<file path="src/rtl/pkt_slot_ctrl_if.sv">
// Packet slot controller bus: sample input, both packet RAM ports and the
// framer-side read handshake. The controller sits on the slave modport.
interface pkt_slot_ctrl_if #(
  parameter int SLOT_BITS = 2,
  parameter int WORD_BITS = 8
);
  localparam int AW = SLOT_BITS + WORD_BITS;

  logic          in_valid;
  logic [15:0]   in_data;
  logic          ram_we_a;
  logic [AW-1:0] ram_addr_a;
  logic [15:0]   ram_data_a;
  logic [AW:0]   ram_addr_b;
  logic [7:0]    ram_data_b;
  logic          pkt_ready;
  logic [15:0]   pkt_seq;
  logic          rd_start;
  logic          rd_en;
  logic [7:0]    rd_data;
  logic          rd_valid;
  logic          rd_last;
  logic [15:0]   drop_count;

  modport master (
    output in_valid, in_data, ram_data_b, rd_start, rd_en,
    input  ram_we_a, ram_addr_a, ram_data_a, ram_addr_b, pkt_ready, pkt_seq,
           rd_data, rd_valid, rd_last, drop_count
  );

  modport slave (
    input  in_valid, in_data, ram_data_b, rd_start, rd_en,
    output ram_we_a, ram_addr_a, ram_data_a, ram_addr_b, pkt_ready, pkt_seq,
           rd_data, rd_valid, rd_last, drop_count
  );
endinterface

</file>
<file path="src/rtl/pkt_slot_ctrl.sv">
// Packet slot controller: fills a ring of fixed-size slots in a 16-bit-write /
// 8-bit-read dual-port RAM, drops whole packets when the ring is full, and
// streams the oldest committed slot out byte by byte under framer flow control.
module pkt_slot_ctrl #(
  parameter int SLOT_BITS = 2,
  parameter int WORD_BITS = 8
) (
  input  logic           clk,
  input  logic           reset,
  pkt_slot_ctrl_if.slave bus
);
  localparam int AW    = SLOT_BITS + WORD_BITS;
  localparam int NSLOT = 1 << SLOT_BITS;
  localparam int CW    = SLOT_BITS + 1;
  localparam logic [WORD_BITS-1:0] WORD_LAST  = {WORD_BITS{1'b1}};
  localparam logic [WORD_BITS:0]   BYTE_LAST  = {(WORD_BITS+1){1'b1}};
  localparam logic [CW-1:0]        COUNT_FULL = CW'(NSLOT);

  typedef enum logic [1:0] {W_IDLE = 2'd0, W_FILL = 2'd1, W_DROP = 2'd2} wr_state_t;
  typedef enum logic       {R_IDLE = 1'b0, R_BUSY = 1'b1} rd_state_t;

  wr_state_t            wr_state_r, wr_state_s;
  logic [WORD_BITS-1:0] word_cnt_r, word_cnt_s;
  logic [SLOT_BITS-1:0] wr_ptr_r, wr_ptr_s;
  logic [15:0]          seq_r, seq_s;
  logic [15:0]          drop_count_r, drop_count_s;
  logic                 ram_we_a_r, ram_we_a_s;
  logic [AW-1:0]        ram_addr_a_r, ram_addr_a_s;
  logic [15:0]          ram_data_a_r;
  logic                 commit_s;
  logic [15:0]          seq_mem_r [NSLOT];

  rd_state_t            rd_state_r, rd_state_s;
  logic [SLOT_BITS-1:0] rd_slot_r, rd_slot_s;
  logic [SLOT_BITS-1:0] rd_ptr_r, rd_ptr_s;
  logic [WORD_BITS:0]   byte_cnt_r, byte_cnt_s;
  logic                 release_s;
  logic                 rd_valid_r, rd_valid_s;
  logic                 rd_last_r, rd_last_s;
  logic [CW-1:0]        count_r, count_s;

  // Writer next state: accept or drop a packet on its first word, pack words, commit on the last.
  always_comb begin
    wr_state_s   = wr_state_r;
    word_cnt_s   = word_cnt_r;
    wr_ptr_s     = wr_ptr_r;
    seq_s        = seq_r;
    drop_count_s = drop_count_r;
    ram_we_a_s   = 1'b0;
    ram_addr_a_s = ram_addr_a_r;
    commit_s     = 1'b0;
    case (wr_state_r)
      W_IDLE: begin
        if (bus.in_valid) begin
          word_cnt_s = WORD_BITS'(1);
          // Full check uses the registered count so a same-cycle release cannot rescue the packet.
          if (count_r < COUNT_FULL) begin
            ram_we_a_s   = 1'b1;
            ram_addr_a_s = {wr_ptr_r, {WORD_BITS{1'b0}}};
            wr_state_s   = W_FILL;
          end else begin
            wr_state_s = W_DROP;
            seq_s      = seq_r + 16'd1;
            if (drop_count_r != 16'hFFFF) begin
              drop_count_s = drop_count_r + 16'd1;
            end else begin
              drop_count_s = drop_count_r;
            end
          end
        end else begin
          wr_state_s = W_IDLE;
        end
      end
      W_FILL: begin
        if (bus.in_valid) begin
          ram_we_a_s   = 1'b1;
          ram_addr_a_s = {wr_ptr_r, word_cnt_r};
          if (word_cnt_r == WORD_LAST) begin
            commit_s   = 1'b1;
            seq_s      = seq_r + 16'd1;
            wr_ptr_s   = wr_ptr_r + SLOT_BITS'(1);
            word_cnt_s = {WORD_BITS{1'b0}};
            wr_state_s = W_IDLE;
          end else begin
            word_cnt_s = word_cnt_r + WORD_BITS'(1);
          end
        end else begin
          wr_state_s = W_FILL;
        end
      end
      W_DROP: begin
        if (bus.in_valid) begin
          if (word_cnt_r == WORD_LAST) begin
            word_cnt_s = {WORD_BITS{1'b0}};
            wr_state_s = W_IDLE;
          end else begin
            word_cnt_s = word_cnt_r + WORD_BITS'(1);
          end
        end else begin
          wr_state_s = W_DROP;
        end
      end
      default: begin
        wr_state_s = W_IDLE;
        word_cnt_s = {WORD_BITS{1'b0}};
      end
    endcase
  end

  // Reader next state: latch the head slot on rd_start, step bytes on rd_en, release after the last byte.
  always_comb begin
    rd_state_s = rd_state_r;
    rd_slot_s  = rd_slot_r;
    byte_cnt_s = byte_cnt_r;
    rd_ptr_s   = rd_ptr_r;
    release_s  = 1'b0;
    rd_valid_s = 1'b0;
    rd_last_s  = 1'b0;
    case (rd_state_r)
      R_IDLE: begin
        if (bus.rd_start && (count_r != {CW{1'b0}})) begin
          rd_slot_s  = rd_ptr_r;
          byte_cnt_s = {(WORD_BITS+1){1'b0}};
          rd_state_s = R_BUSY;
        end else begin
          rd_state_s = R_IDLE;
        end
      end
      R_BUSY: begin
        if (bus.rd_en) begin
          rd_valid_s = 1'b1;
          if (byte_cnt_r == BYTE_LAST) begin
            rd_last_s  = 1'b1;
            release_s  = 1'b1;
            rd_ptr_s   = rd_ptr_r + SLOT_BITS'(1);
            byte_cnt_s = {(WORD_BITS+1){1'b0}};
            rd_state_s = R_IDLE;
          end else begin
            byte_cnt_s = byte_cnt_r + (WORD_BITS+1)'(1);
          end
        end else begin
          rd_state_s = R_BUSY;
        end
      end
      default: begin
        rd_state_s = R_IDLE;
      end
    endcase
  end

  // Committed-slot count: a commit and a release on the same edge cancel out.
  always_comb begin
    case ({commit_s, release_s})
      2'b10:   count_s = count_r + CW'(1);
      2'b01:   count_s = count_r - CW'(1);
      default: count_s = count_r;
    endcase
  end

  // State and output registers for both sides; reset discards all packets.
  always_ff @(posedge clk) begin
    if (reset) begin
      wr_state_r   <= W_IDLE;
      word_cnt_r   <= {WORD_BITS{1'b0}};
      wr_ptr_r     <= {SLOT_BITS{1'b0}};
      seq_r        <= 16'd0;
      drop_count_r <= 16'd0;
      ram_we_a_r   <= 1'b0;
      ram_addr_a_r <= {AW{1'b0}};
      ram_data_a_r <= 16'd0;
      rd_state_r   <= R_IDLE;
      rd_slot_r    <= {SLOT_BITS{1'b0}};
      byte_cnt_r   <= {(WORD_BITS+1){1'b0}};
      rd_ptr_r     <= {SLOT_BITS{1'b0}};
      rd_valid_r   <= 1'b0;
      rd_last_r    <= 1'b0;
      count_r      <= {CW{1'b0}};
    end else begin
      wr_state_r   <= wr_state_s;
      word_cnt_r   <= word_cnt_s;
      wr_ptr_r     <= wr_ptr_s;
      seq_r        <= seq_s;
      drop_count_r <= drop_count_s;
      ram_we_a_r   <= ram_we_a_s;
      ram_addr_a_r <= ram_addr_a_s;
      ram_data_a_r <= bus.in_data;
      rd_state_r   <= rd_state_s;
      rd_slot_r    <= rd_slot_s;
      byte_cnt_r   <= byte_cnt_s;
      rd_ptr_r     <= rd_ptr_s;
      rd_valid_r   <= rd_valid_s;
      rd_last_r    <= rd_last_s;
      count_r      <= count_s;
    end
  end

  // Per-slot sequence numbers, captured when a slot commits.
  always_ff @(posedge clk) begin
    if (reset) begin
      for (int i = 0; i < NSLOT; i++) begin
        seq_mem_r[i] <= 16'd0;
      end
    end else if (commit_s) begin
      seq_mem_r[wr_ptr_r] <= seq_r;
    end
  end

  assign bus.ram_we_a   = ram_we_a_r;
  assign bus.ram_addr_a = ram_addr_a_r;
  assign bus.ram_data_a = ram_data_a_r;
  assign bus.ram_addr_b = {rd_slot_r, byte_cnt_r};
  assign bus.rd_data    = bus.ram_data_b;
  assign bus.rd_valid   = rd_valid_r;
  assign bus.rd_last    = rd_last_r;
  assign bus.pkt_ready  = (count_r != {CW{1'b0}});
  assign bus.pkt_seq    = seq_mem_r[rd_ptr_r];
  assign bus.drop_count = drop_count_r;
endmodule
</file>
<file path="src/flat_wrapper.sv">
// flat-port wrapper written by rule: the top's interface ports become plain ports
module pkt_slot_ctrl_flat 
#(
  parameter int SLOT_BITS = 2,
  parameter int WORD_BITS = 8
)
  (clk, reset, bus_in_valid, bus_in_data, bus_ram_data_b, bus_rd_start, bus_rd_en, bus_ram_we_a, bus_ram_addr_a, bus_ram_data_a, bus_ram_addr_b, bus_pkt_ready, bus_pkt_seq, bus_rd_data, bus_rd_valid, bus_rd_last, bus_drop_count);
  pkt_slot_ctrl_if #(.SLOT_BITS(SLOT_BITS), .WORD_BITS(WORD_BITS)) bus_i ();
  input  logic clk;
  input  logic reset;
  input wire logic [$bits(bus_i.in_valid)-1:0] bus_in_valid;
  input wire logic [$bits(bus_i.in_data)-1:0] bus_in_data;
  input wire logic [$bits(bus_i.ram_data_b)-1:0] bus_ram_data_b;
  input wire logic [$bits(bus_i.rd_start)-1:0] bus_rd_start;
  input wire logic [$bits(bus_i.rd_en)-1:0] bus_rd_en;
  output wire logic [$bits(bus_i.ram_we_a)-1:0] bus_ram_we_a;
  output wire logic [$bits(bus_i.ram_addr_a)-1:0] bus_ram_addr_a;
  output wire logic [$bits(bus_i.ram_data_a)-1:0] bus_ram_data_a;
  output wire logic [$bits(bus_i.ram_addr_b)-1:0] bus_ram_addr_b;
  output wire logic [$bits(bus_i.pkt_ready)-1:0] bus_pkt_ready;
  output wire logic [$bits(bus_i.pkt_seq)-1:0] bus_pkt_seq;
  output wire logic [$bits(bus_i.rd_data)-1:0] bus_rd_data;
  output wire logic [$bits(bus_i.rd_valid)-1:0] bus_rd_valid;
  output wire logic [$bits(bus_i.rd_last)-1:0] bus_rd_last;
  output wire logic [$bits(bus_i.drop_count)-1:0] bus_drop_count;
  assign bus_i.in_valid = bus_in_valid;
  assign bus_i.in_data = bus_in_data;
  assign bus_i.ram_data_b = bus_ram_data_b;
  assign bus_i.rd_start = bus_rd_start;
  assign bus_i.rd_en = bus_rd_en;
  assign bus_ram_we_a = bus_i.ram_we_a;
  assign bus_ram_addr_a = bus_i.ram_addr_a;
  assign bus_ram_data_a = bus_i.ram_data_a;
  assign bus_ram_addr_b = bus_i.ram_addr_b;
  assign bus_pkt_ready = bus_i.pkt_ready;
  assign bus_pkt_seq = bus_i.pkt_seq;
  assign bus_rd_data = bus_i.rd_data;
  assign bus_rd_valid = bus_i.rd_valid;
  assign bus_rd_last = bus_i.rd_last;
  assign bus_drop_count = bus_i.drop_count;
  pkt_slot_ctrl #(.SLOT_BITS(SLOT_BITS), .WORD_BITS(WORD_BITS)) u_core (.clk(clk), .reset(reset), .bus(bus_i));
endmodule
</file>
<file path="config.mk">
export PLATFORM = sky130hd
export DESIGN_NAME = pkt_slot_ctrl_flat
export DESIGN_NICKNAME = d
export VERILOG_FILES = /design/src/rtl/pkt_slot_ctrl_if.sv /design/src/rtl/pkt_slot_ctrl.sv /design/src/flat_wrapper.sv
export SDC_FILE = /design/constraint.sdc
export NUM_CORES = 1
export LEC_CHECK = 0
export ABC_AREA = 1
export CAP_MARGIN = 20
export CELL_PAD_IN_SITES_DETAIL_PLACEMENT = 1
export CELL_PAD_IN_SITES_GLOBAL_PLACEMENT = 1
export CORE_ASPECT_RATIO = 1.25
export CORE_MARGIN = 1.5
export CORE_UTILIZATION = 36
export DETAILED_ROUTE_END_ITERATION = 7
export GPL_TIMING_DRIVEN = 0
export PLACE_DENSITY_LB_ADDON = 0.1
export SLEW_MARGIN = 10
export SYNTH_ARGS = -nofsm -noshare
export SYNTH_HDL_FRONTEND = slang
export SYNTH_SLANG_ARGS = --single-unit
</file>
<file path="constraint.sdc">
create_clock -name clk -period 2.7 [get_ports clk]
set_input_delay 0.54 -clock clk [delete_from_list [all_inputs] [get_ports clk]]
set_output_delay 0.54 -clock clk [all_outputs]
set_load 0.01 [all_outputs]
</file>
**Word-level counts from Yosys, hierarchy flattened**

Memories as Yosys holds them, arrays and structs flattened. A register that Yosys moved wholly into a read port is not among the register bits.
Cells that the tools add are included.

- Add/sub/neg operators: 8
- Magnitude comparators: 1
- Equality and inequality tests: 15
- Multiplexer cells: 49
- Bitwise logic cells: 2
- Reductions and logical operators: 16

Operator list:

| kind | count |
|---|---|
| $mux 16 | 5 |
| $add 16x1->16 const B | 2 |
| $pmux 16 s2 | 1 |
| $mux 10 | 3 |
| $mux 9 | 3 |
| $mux 8 | 3 |
| $pmux 10 s2 | 1 |
| $mux 1 | 19 |
| $pmux 9 s2 | 1 |
| $mux 2 | 8 |
| $ne 16x16->1 const B | 1 |
| $pmux 8 s2 | 1 |
| $reduce_or 16->1 | 1 |
| $add 9x1->9 const B | 1 |
| $eq 9x9->1 const B | 1 |
| $add 8x1->8 const B | 1 |
| $eq 8x8->1 const B | 1 |
| $ne 2x1->1 const B | 4 |
| $ne 2x2->1 const B | 4 |
| $reduce_and 4->1 | 2 |
| $pmux 2 s3 | 1 |
| $pmux 3 s2 | 1 |
| $reduce_and 2->1 | 3 |
| $reduce_and 3->1 | 2 |
| other kinds (14) | 21 |

- Flip-flop bits (word level): 90
- Bits in writable memories: 64
- Input bits: 29
- Output and inout port bits: 81
- Logic and storage cells: 107
- Memories kept: 1

Memory list:

| memory | depth | bits a word | read ports | clocked after Yosys merged registers in | wr ports | RTL line | RTL |
|---|---|---|---|---|---|---|---|
| u_core.seq_mem_r | 4 | 16 | 1 | 1 | 4 | pkt_slot_ctrl.sv:31 | `logic [15:0] seq_mem_r [NSLOT];` |

**Logic depth before layout (Yosys ltp)**

Gate-level depths: netlist of run 1.

- Depth in word-level cells: 9
- Gate-level depth with buffers: 16
- Mapped depth without buffers: 16

**Worst setup path after synthesis of run 1**

OpenSTA, ideal clock, no wires.

- Path kind: register to register
- Start point: register u_core.byte_cnt_r[0]
- End point: register u_core.count_r[2]
- Setup time: 0.122 ns
- Arrival: 2.630 ns
- Data required time: 2.578 ns
- Setup slack: -0.052 ns
- Cell stages (with the launch flop): 17
- Path buffers: 0
- Clock period less this slack: 2.752 ns
- Cell sequence: dfxtp_1 -> ha_1 -> nand2_1 -> inv_1 -> nand4_1 -> or2_2 -> nor2_1 -> ha_1 -> inv_1 -> nor2_1 -> ha_1 -> inv_1 -> fa_1 -> a21oi_1 -> o21ai_0 -> o21ai_0 -> a21oi_1

- Word-level cells in the longest chain between the ends: 6
- Elaborated cells between the ends (all ways): 8
- Classes of those cells: eq/ne: 3; mux: 4; reduce/logical: 1

Ends and longest elaborated chain:

| what | RTL line | RTL |
|---|---|---|
| start, declared | pkt_slot_ctrl.sv:36 | `logic [WORD_BITS:0] byte_cnt_r, byte_cnt_s;` |
| start signal, assigned | pkt_slot_ctrl.sv:173 | `byte_cnt_r <= {(WORD_BITS+1){1'b0}};` |
| start signal, assigned | pkt_slot_ctrl.sv:189 | `byte_cnt_r <= byte_cnt_s;` |
| $eq 9x9->1 * | pkt_slot_ctrl.sv:132 | `if (byte_cnt_r == BYTE_LAST) begin` |
| $mux 1 * | pkt_slot_ctrl.sv:132 |  |
| $mux 1 * | -- |  |
| $mux 1 * | pkt_slot_ctrl.sv:119 | `case (rd_state_r)` |
| $eq 2x1->1 or $eq 2x2->1 (tied branches) | pkt_slot_ctrl.sv:153 | `case ({commit_s, release_s})` |
| $pmux 3 s2 or $reduce_bool 2->1 (tied branches) | -- |  |
| end signal, assigned | pkt_slot_ctrl.sv:177 | `count_r <= {CW{1'b0}};` |
| end signal, assigned | pkt_slot_ctrl.sv:193 | `count_r <= count_s;` |
| end, declared | pkt_slot_ctrl.sv:40 | `logic [CW-1:0] count_r, count_s;` |

Mark *: on every way between the ends. The rest lies on a longest branch, timed or not.
A chain may end at the register's enable or synchronous reset.

==> results of run 1 <==
placed cells by master (no fill, tap or decap), drive strengths merged, types with 3 or more instances in the layout:
master and count:
nand4 8, nand2 181, clkbuf 33, xor2 4
nand3 23, a21oi 60, o21ai 70, clkinv 3
ha 10, buf 25, clkdlybuf4s50 100, dfxtp 92
edfxtp 64, inv 98, xnor2 5, nor3 41
a211oi 3, o22ai 16, nor2 149
metal layers:
metal / track usage, % / wire, µm
met1: 22.8 / 8360
met2: 38.4 / 10800
met3: 3.25 / 546
met4: 5.72 / 257
met5: 0 / 0
power by group:
| part | internal, mW | total (mW) | switching (mW) |
|---|---|---|---|
| sequential | 2.52 | 2.54 | 0.0258 |
| combinational | 0.137 | 0.313 | 0.176 |
| clock | 1.43 | 2.51 | 1.08 |
state kept, by name (all words and copies together) (netlist names), named ones only:
name                   count
u_core.bus.drop_count     16
u_core.bus.ram_addr_a     10
u_core.bus.ram_data_a     16
u_core.bus.ram_we_a        1
u_core.bus.rd_last         1
u_core.bus.rd_valid        1
u_core.byte_cnt_r          9
u_core.count_r             3
u_core.rd_ptr_r            2
u_core.rd_slot_r           2
u_core.rd_state_r          1
u_core.seq_mem_r          64
u_core.seq_r              16
u_core.word_cnt_r          8
u_core.wr_ptr_r            2
u_core.wr_state_r          2
logic make-up after synthesis:
logic type | count (synthesis) | synth area share, %
adders and majority gates | 11 | 2.05
AOI/OAI and AO/OA | 154 | 11.5
DFF | 156 | 53.2
and+or+nand+nor | 406 | 24.4
buffers and inverters | 127 | 7.71
xor gates and xnor gates | 9 | 1.11
final timing paths:
path                         from                  end  slack [ps]  cells past startpoint
max                     flip-flop      bus_pkt_seq[12]         110                      4
min           u_core.rd_slot_r[0]  u_core.rd_slot_r[0]         450                      2
max reg2reg  u_core.byte_cnt_r[0]    u_core.count_r[1]         160                     15
min reg2reg   u_core.rd_slot_r[0]  u_core.rd_slot_r[0]         450                      2
worst register-to-register path, cell delays in order, from the launching register on:
cell and delay (ps):
sky130_fd_sc_hd__dfxtp_4 380, sky130_fd_sc_hd__ha_4 130, sky130_fd_sc_hd__nand2_1 70, sky130_fd_sc_hd__inv_2 70
sky130_fd_sc_hd__nand4_1 110, sky130_fd_sc_hd__or2_4 280, sky130_fd_sc_hd__nor2_2 80, sky130_fd_sc_hd__ha_2 170
sky130_fd_sc_hd__inv_2 60, sky130_fd_sc_hd__nor2_4 90, sky130_fd_sc_hd__ha_2 180, sky130_fd_sc_hd__inv_2 50
sky130_fd_sc_hd__fa_2 520, sky130_fd_sc_hd__nor2_1 40, sky130_fd_sc_hd__a21oi_1 110, sky130_fd_sc_hd__nor2_1 60
final cells by class:
| type | count | share of cell area [%] |
|---|---|---|
| multi-input combinational | 580 | 30.9 |
| buffer | 37 | 2.55 |
| sequential | 156 | 41.3 |
| tap | 265 | 3.63 |
| clock inverter | 14 | 1.88 |
| timing repair buffer | 103 | 11.3 |
| clock buffer | 18 | 4.80 |
| inverter | 90 | 3.70 |
stage by stage:
step	instances	TNS [ps]	power, mW
2_1_floorplan	863	0	2.75
3_3_place_gp	1228	-48120	2.91
5_1_grt	1263	-15.0	5.55
6_report	1263	0	5.37
3_5_place_dp	1230	-9760	2.92
4_1_cts	1263	-1.81	5.41
timing repair:
action | in CTS | in global routing
pin swaps | 1 | 3
gates resized for setup | 19 | 21
setup buffers | 1 | 0
setup endpoints to repair | 34 | 24
cloned | 0 | 0
==> impl_summary.txt, run 1 <==
----------------------------------------------------
[Status]
  Outcome ... finished, final reports clean

[Timing]
  RSZ-0062 raised after global routing ... yes
  Clock Skews ... 14.3 ps
  Portion of the clock cycle consumed by the worst path in the final layout ... 96.1%
  Min Hold Slack ... about 450 ps
  Peak clock frequency supported by timing ... 385 MHz
  Final Slew Violations ... 0
  Final min period ... between 2000 and 3000 ps
  Endpoints failing setup ... 0
  Slew margin rel. ... between 40% and 50%
  Worst-Margin Slew ... 845 ps
  Final Worst Setup Slack ... 105 ps
  Final hold vios ... 0

[Worst setup path]
  Critical path startpoint category ... flip-flop
  Required time of the critical path ... 2160 ps
  Worst path bufs/invs ... 2
  CP Capture Type ... primary output
  Arrival time worst endpoint ... 2050 ps
  Dominant delay contributor by cell family on the critical path ... buffers and inverters
  Library cell contributing the largest single delay on the critical path ... sky130_fd_sc_hd__clkdlybuf4s50_1
  Category of the most critical setup path ... flip-flop to primary output
  Worst stage delay on the critical path ... 570 ps
  Critical Path, Cell by Cell ... clkbuf_4 > o21ai_0 > o22ai_1 > clkdlybuf4s50_1
  Max Fanout on Critical Path ... 10

[Route]
  Sum of routed wire length over all layers ... 20,000 µm
  Detailed-router iteration count before antenna repair ... 4
  Routed wirelength normalized by instance count ... 15.8 µm
  Iteration-0 DRC Markers ... 269
  Antenna violation net count after detailed routing ... 0
  DR DRC count ... 0
  Detailed-route via count ... 6,110
  Routed via count divided by cell count ... 4.84

[GRT]
  Initial antenna violation count ... 0
  Vias in the first global route ... 6,119
  First-pass GRT wire length ... 32,000 µm
  GRT Total Usage ... 20.2%
  Total global routing overflow ... 0
  Largest net degree at the start of global routing ... 17

[Clocking]
  CTS tree ... yes
  Clock Pin Slew Worst Setup and Hold Paths ... 70 ps
  # H-tree levels ... 4
  Count of hold buffers inserted by post-cts repair ... 0
  TritonCTS buffer count ... 17
  Root Buffer ... sky130_fd_sc_hd__clkbuf_16
  CTS sink count ... 156
  Clock latency at the later pin of the worst-skew pair ... 440 ps
  Clock Tree Buf Depth ... 2

[Layout]
  Count of fill cells added during filler insertion ... ~2.3k
  Total area of multi-input combinational cells ... around 2800 µm²
  Final net count ... 1,025
  Number of antenna cells inserted ... 0
  Fraction of final layout cells sized beyond drive strength 1 ... 10.1%
  Design Area, Final ... 9140 µm²
  Layout-stage area growth over the synthesis result ... 29.1%
  Reg area ... ~3800 µm²
  Final Core Density ... 47.3%

[Logic synthesis]
  Synth Flop Type ... sky130_fd_sc_hd__dfxtp_1
  Post-synth top area cell ... sky130_fd_sc_hd__edfxtp_1
  Total of flip-flops plus latches after synthesis ... 156
  Cell area after synthesis ... 7080 µm²
  Most numerous cell types in the synthesized netlist ... 179 x sky130_fd_sc_hd__nand2_1, 144 x sky130_fd_sc_hd__nor2_1, 92 x sky130_fd_sc_hd__dfxtp_1
  Post-Syn Instances ... approximately 860
  Top-area cell type share of the netlist area ... 27.2%
  EDFF count, synth ... 64
  Number of warnings reported in the yosys synthesis log ... 0
  Number of library cell types mapped by synthesis ... 38
  Average footprint of a synthesized cell ... 8.20 µm²
  Ys async rst share ... 0%
  Sequential share of the synthesized area ... a little over half
  Synthesized Nets ... about 900
  Most frequently used cell type in the post-synthesis netlist ... sky130_fd_sc_hd__nand2_1
  Top area cells in the synthesized netlist ... sky130_fd_sc_hd__edfxtp_1 27%, sky130_fd_sc_hd__dfxtp_1 26%, sky130_fd_sc_hd__nand2_1 9.5%

[Min path]
  Worst min path class ... flip-flop to flip-flop

[Floorplan]
  Number of I/O pins ... 110
  Height of the die ... approximately 160 µm
  Overall die width ... 128 µm
  Total Die Area ... slightly above 20,000 µm²
  Core area ... 19,300 µm²
  Initial Utilization ... 36.6%
  Row count ... 57

[Power and ir drop]
  P_leak ... 3.25 nW
  Worst IR drop on VDD ... 0.000372 V
  Power density over cell area ... 587 nW/µm²

[Job]
  Maximum Capacitance Violations ... 0

[Placement]
  Placement Cell Area ... roughly 8400 µm²
  DP Wirelength ... roughly 14,000 µm
  Placer's final routability congestion estimate ... 0.776
  Port Buf Inserts ... 100
  Post-Place Worst Slack ... -589 ps

----------------------------------------------------
(Power assumes the default switching activity.)
==> run 2: changes to the inputs <==
--- a/config.mk
+++ b/config.mk
@@ -15,6 +15,7 @@
 export DETAILED_ROUTE_END_ITERATION = 7
 export GPL_TIMING_DRIVEN = 0
 export PLACE_DENSITY_LB_ADDON = 0.1
+export SETUP_SLACK_MARGIN = 0.1
 export SLEW_MARGIN = 10
 export SYNTH_ARGS = -nofsm -noshare
 export SYNTH_HDL_FRONTEND = slang
==> run 2 against run 1 <==
Against the previous run: register-to-register slack is essentially flat; setup slack gained 40 ps; cell count grew 0.48%; combinational power is essentially flat; routed wire length shrank 0.78%; die area is the same; core utilization grew 0.28 points; sequential share of layout area shrank 0.23 points; fmax grew 1.6%.
==> impl_summary.txt, run 2 (synthesis results as in run 1) <==
----------------------------------------------------
[GRT]
  GRT Total Usage ... 20.1%
  Vias in the first global route ... 6,236
  First-pass GRT wire length ... 32,100 µm
  Total global routing overflow ... 0
  Initial antenna violation count ... 0
  Largest net degree at the start of global routing ... 17

[Layout]
  Max FFs per register ... 64
  Layout-stage area growth over the synthesis result ... 29.9%
  Count of fill cells added during filler insertion ... 2,295
  Final net count ... a little over 1k
  Top library cells by usage in the layout, fill and taps aside ... 177 x sky130_fd_sc_hd__nand2_1, 142 x sky130_fd_sc_hd__nor2_1, 98 x sky130_fd_sc_hd__clkdlybuf4s50_1
  Most common cell after layout, fill and taps aside ... sky130_fd_sc_hd__nand2_1
  Largest reg by FF count ... u_core.seq_mem_r
  Number of antenna cells inserted ... 0
  Fraction of final layout cells sized beyond drive strength 1 ... 10.8%

[Floorplan]
  Core area ... 19,300 µm²
  Row count ... 57
  Overall die width ... ~130 µm
  Initial Utilization ... a little over a third
  Height of the die ... between 150 and 200 µm
  Total Die Area ... 20,500 µm²
  Number of I/O pins ... 110

[Timing]
  Final min period ... 2550 ps
  Clock Skews ... 10.0 ps
  Endpoints failing setup ... 0
  Final hold vios ... 0
  RSZ-0062 raised after global routing ... yes
  Peak clock frequency supported by timing ... 391 MHz
  Min Hold Slack ... ~450 ps
  Portion of the clock cycle consumed by the worst path in the final layout ... 94.6%
  Worst-Margin Slew ... 812 ps
  Slew margin rel. ... a little under half
  Final Worst Setup Slack ... 145 ps
  Final Slew Violations ... 0
  Setup TNS ... 0 ps

[Worst setup path]
  Critical path startpoint category ... flip-flop
  Category of the most critical setup path ... flip-flop to flip-flop
  Start point of the critical path ... u_core.byte_cnt_r[0]
  Arrival time worst endpoint ... 2840 ps
  Worst stage delay on the critical path ... 510 ps
  Required time of the critical path ... 2990 ps
  Library cell contributing the largest single delay on the critical path ... sky130_fd_sc_hd__fa_2
  CP Capture Type ... flip-flop
  Critical Path, Cell by Cell ... ha_4 > nand2_4 > inv_2 > nand4_1 > or2_4 > nor2_2 > ha_2 > inv_4 > nor2_4 > ha_2 > inv_2 > fa_2 > nor2_1 > a21oi_1 > nor2_1
  Launch point of the worst reg-to-reg path ... u_core.byte_cnt_r[0]
  Max Fanout on Critical Path ... 5

[Placement]
  Placer's final routability congestion estimate ... 0.769
  DP Wirelength ... ~14,000 µm
  Post-Place Worst Slack ... -609 ps
  Port Buf Inserts ... 100

[Clocking]
  Clock Tree Buf Depth ... 2
  CTS sink count ... 156
  CTS tree ... yes
  Root Buffer ... sky130_fd_sc_hd__clkbuf_16
  # H-tree levels ... 4
  Count of hold buffers inserted by post-cts repair ... 0
  Clock Pin Slew Worst Setup and Hold Paths ... approximately 70 ps
  TritonCTS buffer count ... 17
  Clock latency at the later pin of the worst-skew pair ... 430 ps

[Power and ir drop]
  Power density over cell area ... 562 nW/µm²
  Overall power after layout ... 5.17 mW
  Worst IR drop on VDD ... 0.000374 V
  P_leak ... between 3 and 4 nW

[Route]
  Routed wirelength normalized by instance count ... between 15 and 20 µm
  Detailed-router iteration count before antenna repair ... 4
  Sum of routed wire length over all layers ... 19,800 µm
  DR DRC count ... 0
  Routed via count divided by cell count ... 4.83
  Iteration-0 DRC Markers ... 266
  Detailed-route via count ... about 6k
  Antenna violation net count after detailed routing ... 0

[Job]
  Maximum Capacitance Violations ... 0

[Min path]
  Worst min path class ... flip-flop to flip-flop
  Hold path startpoint ... u_core.rd_slot_r[1]

[Status]
  Outcome ... finished, final reports clean

----------------------------------------------------
-- run 2: cell count changes in the layout (fill, tap and decap cells not counted), sizes merged --
| cell | previous run | this run |
|---|---|---|
| clkbuf | 33 | 36 |
| clkdlybuf4s50 | 100 | 98 |
| dlymetal6s2s | 0 | 2 |
| clkinv | 3 | 7 |
| inv | 98 | 91 |
| buf | 25 | 31 |
| bufinv | 2 | 0 |
| clkinvlp | 1 | 3 |
-- run 2: worst max-delay path: cells and delay by family, from the launching register on --
family	cells	cell delay, ps
adder cells (fa/ha/maj)	4	1050
AND/OR/NAND/NOR	7	740
buffers and inverters	3	160
AO/OA/AOI/OAI	1	110
flip-flops	1	380
-- run 2: per-layer routing --
metal | routed length [µm] | GRT usage (%) | part of all wire, %
met4 | 258 | 5.72 | 1.3
met5 | 0 | 0 | 0
met2 | 10800 | 37.7 | 54
met1 | 8290 | 23.1 | 42
met3 | 520 | 3.48 | 2.6
-- run 2: what timing repair did --
| item | CTS | global route |
|---|---|---|
| setup endpoints to repair | 34 | 14 |
| setup buffers | 1 | 6 |
| resized for setup | 28 | 18 |
| pin swaps | 1 | 6 |
-- run 2: cell type report --
cell class	instances	area [µm²]	area share, %
well taps	265	332	3.61
clock buffers	21	493	5.36
inverters	90	340	3.70
multi-input cells	580	2830	30.8
flip-flops and latches	156	3770	41.0
plain buffers	37	256	2.79
repair buffers	109	1090	11.8
clock inverters	11	83.8	0.912
-- run 2: path summary, 6_finish.rpt --
check                           slack, ps  cells after the start                  end
worst max-delay path                  150                     15    u_core.count_r[1]
worst min-delay path                  450                      2  u_core.rd_slot_r[1]
worst max register to register        150                     15    u_core.count_r[1]
worst min register to register        450                      2  u_core.rd_slot_r[1]
-- run 2: metrics by stage --
| stage | util, % | std cells | cell area [µm²] |
|---|---|---|---|
| after floorplan | - | 863 | 7090 |
| after CTS | 47.1 | 1263 | 9100 |
| after global placement | 43.6 | 1228 | 8420 |
| after detailed placement | 43.8 | 1230 | 8460 |
| final | 47.6 | 1269 | 9200 |
| after global routing | 47.6 | 1269 | 9200 |
-- run 2: where the power goes --
group          internal (mW)  switching (mW)  total (mW)
clock network           1.32           0.996        2.31
logic                  0.138           0.176       0.313
registers               2.52          0.0261        2.55
total                   3.97            1.20        5.17
